--- src/rtl/prog_uart_tx.sv ---
// prog_uart_tx: 8N1 UART transmitter with a small push FIFO.
// Bytes are pushed over a valid/ready port, queued, and serialised LSB first
// on io_tx_o. The bit period is latched from io_CLK_PER_BIT at each frame start.
module prog_uart_tx #(
  parameter int DEPTH = 4
) (
  input  logic                     clock,
  input  logic                     reset,
  input  logic [7:0]               io_tx_data_i,
  input  logic                     io_tx_valid_i,
  output logic                     io_tx_ready_o,
  input  logic [15:0]              io_CLK_PER_BIT,
  output logic                     io_tx_o,
  output logic                     io_busy_o,
  output logic [$clog2(DEPTH):0]   io_fifo_count_o
);

  localparam int AW = $clog2(DEPTH);
  localparam int CW = AW + 1;

  typedef enum logic [1:0] {IDLE, START, DATA, STOP} state_t;

  state_t          state_q, state_d;
  logic [7:0]      mem_q [DEPTH];
  logic [AW-1:0]   wr_ptr_q, rd_ptr_q;
  logic [CW-1:0]   count_q, count_d;
  logic [7:0]      shift_q, shift_d;
  logic [15:0]     period_q, period_d;
  logic [15:0]     cyc_q, cyc_d;
  logic [2:0]      bit_q, bit_d;
  logic            push, pop, bit_done, fifo_empty, fifo_full;
  logic [15:0]     period_clamped;

  assign fifo_full      = (count_q == CW'(DEPTH));
  assign fifo_empty     = (count_q == '0);
  // A pop in the same cycle does not make room: fullness uses the registered count.
  assign push           = io_tx_valid_i && !fifo_full;
  assign bit_done       = (cyc_q == period_q - 16'd1);
  assign period_clamped = (io_CLK_PER_BIT < 16'd2) ? 16'd2 : io_CLK_PER_BIT;

  // FIFO storage write; contents need no reset since pointers define validity.
  always_ff @(posedge clock) begin
    if (!reset && push) begin
      mem_q[wr_ptr_q] <= io_tx_data_i;
    end
  end

  // FIFO pointers/occupancy plus all FSM datapath registers.
  always_ff @(posedge clock) begin
    if (reset) begin
      wr_ptr_q <= '0;
      rd_ptr_q <= '0;
      count_q  <= '0;
      state_q  <= IDLE;
      shift_q  <= 8'hFF;
      period_q <= 16'd2;
      cyc_q    <= '0;
      bit_q    <= '0;
    end else begin
      if (push) wr_ptr_q <= wr_ptr_q + AW'(1);
      if (pop)  rd_ptr_q <= rd_ptr_q + AW'(1);
      count_q  <= count_d;
      state_q  <= state_d;
      shift_q  <= shift_d;
      period_q <= period_d;
      cyc_q    <= cyc_d;
      bit_q    <= bit_d;
    end
  end

  // Occupancy: push and pop together leave the count unchanged.
  always_comb begin
    count_d = count_q;
    case ({push, pop})
      2'b10:   count_d = count_q + CW'(1);
      2'b01:   count_d = count_q - CW'(1);
      default: count_d = count_q;
    endcase
  end

  // Next-state logic: frame sequencing, FIFO pop and per-frame period latch.
  always_comb begin
    state_d  = state_q;
    pop      = 1'b0;
    shift_d  = shift_q;
    period_d = period_q;
    cyc_d    = cyc_q + 16'd1;
    bit_d    = bit_q;
    case (state_q)
      IDLE: begin
        cyc_d = cyc_q;
        if (!fifo_empty) begin
          pop      = 1'b1;
          state_d  = START;
          shift_d  = mem_q[rd_ptr_q];
          period_d = period_clamped;
          cyc_d    = '0;
          bit_d    = '0;
        end
      end
      START: begin
        if (bit_done) begin
          cyc_d   = '0;
          state_d = DATA;
        end
      end
      DATA: begin
        if (bit_done) begin
          cyc_d   = '0;
          shift_d = {1'b1, shift_q[7:1]};
          bit_d   = bit_q + 3'd1;
          // Bit counter wrapping from 7 ends the data phase.
          if (bit_q == 3'd7) state_d = STOP;
        end
      end
      STOP: begin
        if (bit_done) begin
          cyc_d = '0;
          if (!fifo_empty) begin
            // Back-to-back frame: no idle gap between stop and next start.
            pop      = 1'b1;
            state_d  = START;
            shift_d  = mem_q[rd_ptr_q];
            period_d = period_clamped;
            bit_d    = '0;
          end else begin
            state_d = IDLE;
          end
        end
      end
      default: state_d = IDLE;
    endcase
  end

  // Outputs decoded from registers only.
  always_comb begin
    io_tx_o = 1'b1;
    case (state_q)
      START:   io_tx_o = 1'b0;
      DATA:    io_tx_o = shift_q[0];
      default: io_tx_o = 1'b1;
    endcase
    io_busy_o       = (state_q != IDLE) || !fifo_empty;
    io_tx_ready_o   = !fifo_full;
    io_fifo_count_o = count_q;
  end

endmodule

--- config.mk ---
export PLATFORM = sky130hd
export DESIGN_NAME = prog_uart_tx
export DESIGN_NICKNAME = d
export VERILOG_FILES = /design/src/rtl/prog_uart_tx.sv
export SDC_FILE = /design/constraint.sdc
export NUM_CORES = 1
export LEC_CHECK = 0
export ABC_AREA = 1
export ABC_CLOCK_PERIOD_IN_PS = 3150
export CAP_MARGIN = 20
export CORE_MARGIN = 5
export CORE_UTILIZATION = 54
export CTS_CLUSTER_SIZE = 8
export DETAILED_ROUTE_END_ITERATION = 10
export PLACE_DENSITY = 0.85
export SKIP_CTS_REPAIR_TIMING = 1
export SLEW_MARGIN = 40
export SYNTH_ARGS = -nofsm -noshare
export SYNTH_HDL_FRONTEND = slang
export SYNTH_SLANG_ARGS = --single-unit
export TNS_END_PERCENT = 1
--- constraint.sdc ---
create_clock -name clock -period 3.15 [get_ports clock]
set_input_delay 0.315 -clock clock [delete_from_list [all_inputs] [get_ports clock]]
set_output_delay 0.315 -clock clock [all_outputs]
set_load 0.02 [all_outputs]
==> flow_summary.json <==
{
  "finalCriticalPeriod_ns": 2.97,
  "drc": 0,
  "io_pins": 33,
  "setup_viol": 0,
  "power.density_mw_per_mm2": 904,
  "initial_core_util_pct": 54.9,
  "dieArea_mm2": 0.0108,
  "p_leak_nw": 2.24,
  "synth_most_common_cell": "nand2_1",
  "cts_tree": "yes",
  "netlist.area_leader.share_pct": 22.8,
  "cp_data_arrival_time_ns": 2.65,
  "max_slew.worst_pin.slew_ns": 0.743,
  "vdd_drop_max_mv": 0.601,
  "postRouteAntennaNets": 0,
  "synthTopCellsByCount": "nand2_1 (176), nand3_1 (63), inv_1 (58)",
  "synth_warnings": 0,
  "synth_top_area_cell": "dfxtp_1",
  "synth-edff-count": 32,
  "finClkSkew_ns": 0.0127,
  "wire_per_inst_um": 14.3,
  "relSlewSlack_pct": 50.3,
  "drt-initial-drc-count": 321,
  "async_flop_share_pct": 0,
  "synth_flop_cell": "dfxtp_1",
  "first_pass_iters": 5,
  "ys_ff_latch": 86,
  "ctsHtreeMaxLevel": 3,
  "fmax_mhz": 337,
  "syn_inst": 623,
  "outcome": "finished, final reports clean",
  "holdPathStages": 2,
  "overflow": 0,
  "core_mm2": 0.00864,
  "hold_viol": 0,
  "cts_buffers": 9,
  "via_per_inst": 5.54,
  "clock_sinks": 86,
  "ys_seq_area_share_pct": 43.1,
  "worstRegToRegCells": 21,
  "fin_tns_setup_ns": 0,
  "end_kind": "output pin",
  "vias": 4240,
  "first_global_vias": 3964,
  "cts.path.max_buffers": 2,
  "clkLatencyLatePin_ns": 0.36,
  "cts-root-buf": "clkbuf_8",
  "critPathKind": "reg -> out",
  "hpwlAfterDp_um": 7970,
  "io_buffers": 32,
  "grt_max_degree": 33,
  "netlist_area_mm2": 0.00474,
  "grt_usage_pct": 20.4,
  "die_y_um": 104,
  "required_ns": 2.83,
  "routed_wl_um": 10900,
  "cp_max_fo": 17,
  "place.gp.congestion": 0.907,
  "drive_gt1_share_pct": 9.59,
  "post-route-util_pct": 62.4,
  "area_growth_pct": 13.7,
  "startpoint_type": "flop",
  "final_cells": 765,
  "cts.reportedPaths.clkPinSlew_ns": 0.10,
  "avgSynthCellArea_um2": 7.61,
  "cap_violations": 0,
  "placed_cells": 746,
  "slew_viol_final": 0,
  "die_w_um": 104,
  "yosys-top-cells-area": "dfxtp_1 (23%), edfxtp_1 (20%), nand2_1 (14%)",
  "grt_antenna_before_repair": 0,
  "ys_types": 43,
  "grt_first_pass_wirelength_um": 18600,
  "min_period_over_period_pct": 94.1,
  "row_count": 34,
  "diodes": 0,
  "hold_class": "reg -> reg",
  "syn_nets": 666,
  "fin_nets": 695
}
## layout by cell type, fill, tap and decap left out, drive strengths merged, types with 2 or more instances in the layout
master         instances
inv                   62
o21bai                 2
buf                    9
nor3                   5
nand2                184
o2111ai                2
clkinv                 2
nand4                 10
ha                    15
xor2                  10
or2                    5
nand3                 64
nor2                  61
edfxtp                32
clkdlybuf4s50         32
nand3b                 4
o21ai                 23
a32o                   7
xnor2                  4
nor4                   3
dfxtp                 54
a21oi                 51
clkbuf                 9
## where the power goes
part           switching, W  leakage (nW)  internal (W)
sequential         0.000222         0.733       0.00136
combinational       0.00163          1.41      0.000895
clock              0.000452        0.0970      0.000311
## worst paths after layout
path / slack (ns) / start / to
setup reg to reg: 0.28 / period_q[1]$_SDFFE_PP1P_ / io_fifo_count_o[2]$_SDFFE_PP0P_
setup / recovery: 0.18 / state_q[0]$_SDFFE_PP0P_ / io_busy_o
hold / removal: 0.47 / shift_q[2]$_SDFFE_PP1P_ / shift_q[2]$_SDFFE_PP1P_
hold reg to reg: 0.47 / shift_q[2]$_SDFFE_PP1P_ / shift_q[2]$_SDFFE_PP1P_
## flip-flops by register name, indices dropped and copies added (netlist names), named ones only
signal and cells:
state_q 2, cyc_q 16, bit_q 3, wr_ptr_q 2, mem_q 32, shift_q 8, rd_ptr_q 2, io_fifo_count_o 3
period_q 16
## per-stage QoR
stage	power, W	setup slack (ns)	instance area, um2	hold WS [ns]
2_1_floorplan	0.00342	0.327	4740	0.414
3_3_place_gp	0.00389	0.239	5120	0.439
3_5_place_dp	0.00398	0.0958	5120	0.444
4_1_cts	0.00476	0.0113	5320	0.469
5_1_grt	0.00529	-0.0132	5390	0.503
6_report	0.00487	0.184	5390	0.467
## worst max-delay path, cell delays in order (launching register included)
cell and delay [ns]:
dfxtp_1 0.39, inv_1 0.14, ha_1 0.21, inv_1 0.13, nor2_2 0.60, inv_1 0.22
clkdlybuf4s50_1 0.60
## routing by layer
| metal | global-route usage (%) | part of all wire (%) | vias to the layer above |
|---|---|---|---|
| li1 | - | - | 2120 |
| met1 | 27.0 | 44 | 1987 |
| met2 | 34.2 | 50 | 116 |
| met3 | 4.29 | 5.3 | 17 |
| met4 | 4.53 | 0.91 | 0 |
| met5 | 0 | 0 | - |
## cells by family (layout without fill, tap and decap cells)
| group | after synthesis | after routing | synth area share, % |
|---|---|---|---|
| compound gates | 89 | 89 | 11.0 |
| simple gates | 337 | 337 | 31.8 |
| buf+inv | 81 | 115 | 7.15 |
| xor+xnor | 14 | 14 | 2.59 |
| fa+ha+maj | 16 | 16 | 4.38 |
| flops | 86 | 86 | 43.1 |
## cell type report
type | count | area [um2]
fill | 715 | 3250
clock buffer | 9 | 124
multi-input combinational | 456 | 2410
timing repair buffer | 41 | 388
clock inverter | 7 | 72.6
sequential | 86 | 2040
tap | 108 | 135
inverter | 58 | 218
Note: power is estimated with default switching activity, not from simulation.
